[config.mk]
export PLATFORM = sky130hd
export DESIGN_NAME = sn_reg_bridge
export DESIGN_NICKNAME = d
export VERILOG_FILES = /design/src/rtl/sn_reg_bridge.sv
export SDC_FILE = /design/constraint.sdc
export NUM_CORES = 1
export LEC_CHECK = 0
export ABC_AREA = 1
export CORE_UTILIZATION = 45
export CTS_CLUSTER_DIAMETER = 150
export DETAILED_ROUTE_END_ITERATION = 6
export PLACE_DENSITY = 0.66
export SYNTH_ARGS = -nofsm -noshare
export SYNTH_HDL_FRONTEND = slang
export SYNTH_SLANG_ARGS = --single-unit
[constraint.sdc]
create_clock -name clk -period 1.63 [get_ports clk]
set_input_delay 0.163 -clock clk [delete_from_list [all_inputs] [get_ports clk]]
set_output_delay 0.163 -clock clk [all_outputs]
set_load 0.02 [all_outputs]
[src/rtl/sn_reg_bridge.sv]
// Byte-stream to register-bus bridge: header/address/data bytes in, prot accesses out, read words back as bytes.
// Optional write acknowledge byte under SN_REG_BRIDGE_WRITE_ACK_EN; tx_ready stalls RSEND/ACK, rx bytes outside IDLE/ADDR/WDATA are dropped.
module sn_reg_bridge #(
  parameter int P_ADDR_BYTES         = 1,
  parameter int P_DATA_BYTES         = 1,
  parameter int P_PROT_WATCHDOG_TIME = 100
) (
  input  logic                      clk,
  input  logic                      rst_n,
  input  logic                      rx_valid,
  input  logic [7:0]                rx_data,
  output logic                      tx_valid,
  output logic [7:0]                tx_data,
  input  logic                      tx_ready,
  output logic                      prot_enable,
  output logic                      prot_r0w1,
  output logic [8*P_ADDR_BYTES-1:0] prot_addr,
  output logic [8*P_DATA_BYTES-1:0] prot_wdata,
  input  logic [8*P_DATA_BYTES-1:0] prot_rdata,
  input  logic                      prot_ready,
  output logic                      err_timeout,
  output logic                      err_overrun
);

  localparam int AW  = 8 * P_ADDR_BYTES;
  localparam int DW  = 8 * P_DATA_BYTES;
  localparam int WDW = $clog2(P_PROT_WATCHDOG_TIME + 1);

  localparam logic [WDW-1:0] WD_MAX    = WDW'(P_PROT_WATCHDOG_TIME);
  localparam logic [2:0]     ADDR_LAST = 3'(P_ADDR_BYTES - 1);
  localparam logic [2:0]     DATA_LAST = 3'(P_DATA_BYTES - 1);

  localparam logic [2:0] ST_IDLE  = 3'd0;
  localparam logic [2:0] ST_ADDR  = 3'd1;
  localparam logic [2:0] ST_WDATA = 3'd2;
  localparam logic [2:0] ST_WACC  = 3'd3;
  localparam logic [2:0] ST_RACC  = 3'd4;
  localparam logic [2:0] ST_RSEND = 3'd5;
`ifdef SN_REG_BRIDGE_WRITE_ACK_EN
  localparam logic [2:0] ST_ACK   = 3'd6;
`endif

  logic [2:0]     state_q, state_d;
  logic           r0w1_q, r0w1_d;
  logic [6:0]     words_q, words_d;
  logic [2:0]     byte_q, byte_d;
  logic [WDW-1:0] wd_q, wd_d;
  logic [AW-1:0]  addr_q, addr_d;
  logic [DW-1:0]  wdata_q, wdata_d;
  logic [DW-1:0]  rdata_q, rdata_d;
  logic           err_to_q, err_to_d;
  logic           err_ov_q, err_ov_d;
`ifdef SN_REG_BRIDGE_WRITE_ACK_EN
  logic [7:0]     hdr_q, hdr_d;
`endif

  always_comb begin
    state_d  = state_q;
    r0w1_d   = r0w1_q;
    words_d  = words_q;
    byte_d   = byte_q;
    wd_d     = wd_q;
    addr_d   = addr_q;
    wdata_d  = wdata_q;
    rdata_d  = rdata_q;
    err_to_d = 1'b0;
    err_ov_d = 1'b0;
`ifdef SN_REG_BRIDGE_WRITE_ACK_EN
    hdr_d    = hdr_q;
`endif
    case (state_q)
      ST_IDLE: begin
        if (rx_valid) begin
          r0w1_d  = rx_data[7];
          words_d = rx_data[6:0];
          byte_d  = 3'd0;
          wd_d    = '0;
`ifdef SN_REG_BRIDGE_WRITE_ACK_EN
          hdr_d   = rx_data;
`endif
          state_d = ST_ADDR;
        end
      end
      ST_ADDR, ST_WDATA: begin
        // An arriving byte wins over a watchdog expiry in the same cycle.
        if (rx_valid) begin
          wd_d = '0;
          if (state_q == ST_ADDR) begin
            addr_d = (addr_q << 8) | AW'(rx_data);
            if (byte_q == ADDR_LAST) begin
              byte_d  = 3'd0;
              state_d = r0w1_q ? ST_WDATA : ST_RACC;
            end else begin
              byte_d = byte_q + 3'd1;
            end
          end else begin
            wdata_d = (wdata_q << 8) | DW'(rx_data);
            if (byte_q == DATA_LAST) begin
              byte_d  = 3'd0;
              state_d = ST_WACC;
            end else begin
              byte_d = byte_q + 3'd1;
            end
          end
        end else if (wd_q == WD_MAX) begin
          err_to_d = 1'b1;
          wd_d     = '0;
          byte_d   = 3'd0;
          state_d  = ST_IDLE;
        end else begin
          wd_d = wd_q + WDW'(1);
        end
      end
      ST_WACC: begin
        if (rx_valid) err_ov_d = 1'b1;
        if (prot_ready) begin
          addr_d = addr_q + AW'(1);
          if (words_q == 7'd0) begin
`ifdef SN_REG_BRIDGE_WRITE_ACK_EN
            state_d = ST_ACK;
`else
            state_d = ST_IDLE;
`endif
          end else begin
            words_d = words_q - 7'd1;
            state_d = ST_WDATA;
          end
        end
      end
      ST_RACC: begin
        if (rx_valid) err_ov_d = 1'b1;
        if (prot_ready) begin
          rdata_d = prot_rdata;
          byte_d  = 3'd0;
          state_d = ST_RSEND;
        end
      end
      ST_RSEND: begin
        if (rx_valid) err_ov_d = 1'b1;
        if (tx_ready) begin
          rdata_d = rdata_q << 8;
          if (byte_q == DATA_LAST) begin
            byte_d = 3'd0;
            addr_d = addr_q + AW'(1);
            if (words_q == 7'd0) begin
              state_d = ST_IDLE;
            end else begin
              words_d = words_q - 7'd1;
              state_d = ST_RACC;
            end
          end else begin
            byte_d = byte_q + 3'd1;
          end
        end
      end
`ifdef SN_REG_BRIDGE_WRITE_ACK_EN
      ST_ACK: begin
        if (rx_valid) err_ov_d = 1'b1;
        if (tx_ready) state_d = ST_IDLE;
      end
`endif
      default: state_d = ST_IDLE;
    endcase
  end

  always_ff @(posedge clk or negedge rst_n) begin
    if (!rst_n) begin
      state_q  <= ST_IDLE;
      r0w1_q   <= 1'b0;
      words_q  <= 7'd0;
      byte_q   <= 3'd0;
      wd_q     <= '0;
      addr_q   <= '0;
      wdata_q  <= '0;
      rdata_q  <= '0;
      err_to_q <= 1'b0;
      err_ov_q <= 1'b0;
`ifdef SN_REG_BRIDGE_WRITE_ACK_EN
      hdr_q    <= 8'h00;
`endif
    end else begin
      state_q  <= state_d;
      r0w1_q   <= r0w1_d;
      words_q  <= words_d;
      byte_q   <= byte_d;
      wd_q     <= wd_d;
      addr_q   <= addr_d;
      wdata_q  <= wdata_d;
      rdata_q  <= rdata_d;
      err_to_q <= err_to_d;
      err_ov_q <= err_ov_d;
`ifdef SN_REG_BRIDGE_WRITE_ACK_EN
      hdr_q    <= hdr_d;
`endif
    end
  end

  // Strobes decode straight from state so reset drops them without waiting for a clock.
  always_comb begin
    prot_enable = (state_q == ST_WACC) || (state_q == ST_RACC);
    tx_valid    = (state_q == ST_RSEND);
    tx_data     = 8'h00;
    if (state_q == ST_RSEND) tx_data = rdata_q[DW-1 -: 8];
`ifdef SN_REG_BRIDGE_WRITE_ACK_EN
    if (state_q == ST_ACK) begin
      tx_valid = 1'b1;
      tx_data  = hdr_q;
    end
`endif
  end

  assign prot_r0w1   = r0w1_q;
  assign prot_addr   = addr_q;
  assign prot_wdata  = wdata_q;
  assign err_timeout = err_to_q;
  assign err_overrun = err_ov_q;

endmodule
After elaboration in Yosys (flattened, before gate mapping)
Cells that the tools add are included.

Memories: 0. Logic and storage cells: 94. Register bits: 47. Memory bits (writable): 0. ROM bits: 0. Output and inout port bits: 29. Bits in latches: 0.

Mux-type cells: 45. Equal/unequal tests: 15. Shift operators: 0. Multiply operators: 0. Reduce and logical (&&, ||, !) cells: 19. Add/sub/neg operators: 4. Bitwise gates (word level): 1. Div/mod/pow operators: 0. Magnitude comparators: 0.

Operators with widths (number): two-way mux 8 bit (8); two-way mux 7 bit (8); two-way mux 3 bit (17); one-hot mux 8 bit (3 select lines) (1); one-hot mux 7 bit (3 select lines) (1); one-hot mux 8 bit (2 select lines) (1); one-hot mux 3 bit (5 select lines) (1); one-hot mux 7 bit (2 select lines) (1); one-hot mux 3 bit (4 select lines) (1); != test 2 bit (second input constant) (5); AND reduction 5 bit (2); adder 8 x 1 -> 8 bit (second input constant) (1); adder 7 x 1 -> 7 bit (second input constant) (1); equality test 7 bit (second input constant) (1); zero test 7 bit (1); AND reduction 7 bit (1); subtractor 7 x 1 -> 7 bit (second input constant) (1); equality test 3 x 2 -> 1 bit (second input constant) (2); equality test 3 bit (second input constant) (2); zero test 3 bit (2); != test 3 bit (second input constant) (2); AND reduction 3 bit (2); AND reduction 6 bit (1); nonzero test 3 bit (2); other kinds (12) (19).

Depth between registers and ports, before layout
Depth in word-level cells: 5. Depth in mapped cells: 11. Gate-level depth less buffers: 11.

Least setup slack after synthesis
Ideal clock, no wire load.

Path type: reg2out. Start point: register state_q[1]. End point: output port tx_data[0]. Stages on the path, launching flop included: 6. Setup slack: 0.188 ns. Buffers on the path: 2. Arrival: 1.279 ns. Cell sequence: dfrtp_1 > inv_1 > nand3_2 > buf_4 > clkbuf_1 > nor2_1.

Word-level cells in the longest chain between the ends: 2.

Ends and longest elaborated chain: from (decl) (RTL line 43) `logic [2:0] state_q, state_d;`; from (signal assigned) (RTL line 182) `state_q <= state_d;`; equality test 3 bit (RTL line 203) `if (state_q == ST_RSEND) tx_data = rdata_q[DW-1 -: 8];`; two-way mux 8 bit (RTL line 203); to (decl) (RTL line 13) `output logic [7:0] tx_data,`.

No other way between the ends.

Final worst setup path
Start point: register state_q[1]. End point: register state_q[1].

Word-level cells in the longest chain between the ends: 4. Elaborated cells on any way between the ends: 18.

Ends and longest elaborated chain (RTL line): equality test 3 x 1 -> 1 bit / equality test 3 x 2 -> 1 bit (equally long branches) (71, 88); OR reduction 2 bit / two-way mux 3 bit (equally long branches) (71, 88); != test 3 bit (no source line) / two-way mux 3 bit (equally long branches); AND reduction 7 bit (no source line) / one-hot mux 3 bit (5 select lines) (equally long branches).

Parallel ways exist; a longest one is shown, timed or not. A chain may end at the register's enable or synchronous reset.

==> flow_summary.json <==
{
  "stdcell_count": 549,
  "p_seq_frac": 0.310,
  "crit_path_end_kind": "flip-flop",
  "synth-seq-area-share": 0.421,
  "tightestPinTransition_ns": 0.516,
  "syn_inst": 396,
  "finalCritPeriodShare": 0.969,
  "antenna_found_initial": 0,
  "vias_per_cell": 5.07,
  "setup_viol": 0,
  "cts_tree": "done",
  "slew_violations": 0,
  "period_minus_slack_ns": 1.58,
  "power.share.switching": 0.455,
  "n_antenna_cell": 0,
  "grt_usage": 0.220,
  "fin_hold_ws_ns": 0.368,
  "layout.nets": 502,
  "criticalPathCategory": "flip-flop to flip-flop",
  "syn_nets": 424,
  "drive_gt1_frac": 0.139,
  "grt_pass1_vias": 2418,
  "synth_cell_types": 24,
  "io_pins": 50,
  "cts_made_buffers": 5,
  "combPwrFrac": 0.576,
  "relSlewSlack": 0.656,
  "hold_viol_final": 0,
  "fin_ws_ns": 0.0506,
  "ant_nets": 0,
  "rows": 28,
  "outcome": "finished, final reports clean",
  "place_hpwl_um": 5250,
  "synth-seq-cells": 47,
  "fin_area_mm2": 0.00365,
  "syn_avg_cell_area_um2": 7.05,
  "critical_path_required_ns": 1.87,
  "final_util": 0.613,
  "area_growth_pct": 30.7,
  "finClkSkew_ns": 0.0106,
  "drc": 0,
  "vias": 2785,
  "yosysWarnings": 0,
  "initial_core_util": 0.469,
  "internal_power_uw": 3470,
  "grt_use_met1": 0.300,
  "syn_area_mm2": 0.00279,
  "grt_busiest_layer": "met2",
  "post-place-ws_ns": -0.0272,
  "cts.path.max_buffers": 2,
  "gr-usage-met2": 0.354,
  "dp.cells": 540,
  "ir_drop_mv": 0.882,
  "clkTransAtPathRegs_ns": 0.09,
  "clock_latency_ns": 0.30,
  "power.net_switching_uw": 2900,
  "path_max_fanout": 5,
  "cts.sink_count": 47,
  "cp-start-kind": "flip-flop",
  "rsz0062_at_grt": "yes",
  "routabilityCongestion": 0.888,
  "grt_max_degree": 28,
  "die_x_um": 80.8,
  "p_per_area_mw_per_mm2": 1750,
  "arrival_ns": 1.82,
  "routed_wl_um": 6910,
  "n_fill_cell": 564,
  "htreeDepth": 2,
  "grt-ovfl-total": 0,
  "clockRootBuffer": "clkbuf_8",
  "placed_area_mm2": 0.00355,
  "clkPwrFrac": 0.114,
  "wl_per_cell_um": 12.6,
  "p_leak_uw": 0.00189,
  "die_area_mm2": 0.00652,
  "grt_first_pass_wirelength_um": 11000,
  "core_area_mm2": 0.00596,
  "drt_iter0_markers": 141,
  "detail_route.first_pass.iterations": 4,
  "grt.met3_usage": 0.0382,
  "hold_path.class": "input port to asynchronous set/reset pin",
  "fmax_mhz": 633,
  "io_buffers": 49,
  "die_h_um": 80.8,
  "drv_cap": 0
}
## layout make-up
cell class	count	area, um^2	area share
clock buffer	6	82.6	0.0226
clock inverter	1	5.00	0.00137
inverter	46	173	0.0473
multi-input combinational	294	1400	0.383
sequential	47	1180	0.323
tap	75	93.8	0.0257
timing repair buffer	80	719	0.197
## flip-flops by register name, summed over array words and instances, names as in the netlist
register     cells
words_q          7
err_overrun      1
byte_q           3
prot_wdata       8
err_timeout      1
rdata_q          8
state_q          3
prot_addr        8
wd_q             7
prot_r0w1        1
## metal layers
| layer | share of wire | routed length [um] |
|---|---|---|
| met4 | 0.023 | 156 |
| met3 | 0.046 | 317 |
| met5 | 0 | 0 |
| met1 | 0.48 | 3320 |
| met2 | 0.45 | 3120 |
## per-stage QoR
stage	setup TNS, ns	power (uW)
floorplan	0	4180
global placement	-0.0405	5490
detailed placement	-0.0600	5540
CTS	0	6270
global route	-0.354	6950
finish	0	6370
## repair_timing
item                                    in CTS  in global routing
pin swaps                                    0                  1
endpoints found under the hold margin       20                  0
resized for setup                           16                 28
gates cloned                                 0                  1
setup buffers                                0                  0
endpoints found under the setup margin      10                 35
hold buffers                                 1                  0
## cells by family after synthesis
kind of cell / synth area share
xor gates and xnor gates: 0.0125
adders and majority gates: 0.0314
AOI/OAI and AO/OA: 0.0802
and+or+nand+nor: 0.365
DFF: 0.421
buffers and inverters: 0.0896
## critical path: stages (launching register included)
cell and delay [ns]:
dfrtp_1 0.39, buf_4 0.16, nor2_2 0.12, buf_4 0.14
nand3_1 0.12, buf_4 0.17, nand3_1 0.11, inv_1 0.05
nand3_1 0.13, nand2_1 0.07, nand2_1 0.07
## power by group through the flow
stage | Sequential, uW | Combinational, uW | Clock, uW
floorplan | 2190 | 2000 | 0
global placement | 1980 | 3510 | 0
detailed placement | 1990 | 3550 | 0
CTS | 1970 | 3540 | 757
global route | 2040 | 4110 | 801
finish | 1980 | 3670 | 726
## cell usage in the layout, fill, tap and decap left out, types with 4 or more instances in the layout
cell type,netlist,routed
nand2_1,136,135
dfrtp_1,47,46
nand3_1,45,45
inv_1,45,44
clkdlybuf4s50_1,0,38
nor2_1,38,33
o21ai_0,31,30
buf_4,1,25
a21oi_1,8,8
clkbuf_2,0,8
nand4_1,7,7
ha_1,7,7
nor2_2,2,6
clkbuf_8,0,6
o21ai_1,4,5
xor2_1,4,4
## synthesized netlist by cell type
cell type / number / share of area
nand3b_1: 2 / 0.0054
nor2_2: 2 / 0.0045
buf_2: 2 / 0.0036
nand3_2: 3 / 0.011
o21ai_0: 31 / 0.056
inv_2: 1 / 0.0013
inv_1: 45 / 0.061
or2_2: 1 / 0.0022
buf_4: 1 / 0.0027
nand2_2: 1 / 0.0022
dfrtp_1: 47 / 0.42
nand4_1: 7 / 0.016
nand3_1: 45 / 0.081
o21ai_1: 4 / 0.0072
nand2_1: 136 / 0.18
nor2_4: 1 / 0.0040
a21oi_1: 8 / 0.014
nor3_1: 3 / 0.0054
clkbuf_1: 1 / 0.0013
ha_1: 7 / 0.031
o21ai_2: 1 / 0.0031
xor2_1: 4 / 0.013
nor2_1: 38 / 0.051
buf_6: 5 / 0.020
## path summary, 6_finish.rpt
kind	depth (start not counted)	endpoint	from	slack [ns]
worst max-delay path	10	state_q[1]	state_q[1]	0.05
worst min-delay path	2	prot_addr[1]	rst_n	0.37
worst max register to register	10	state_q[1]	state_q[1]	0.05
worst min register to register	2	prot_wdata[6]	prot_wdata[6]	0.48
max in group asynchronous	3	rdata_q[2]	rst_n	0.73
min in group clk	3	rdata_q[0]	prot_rdata[0]	0.44
Power figures use the tool's default switching activity.
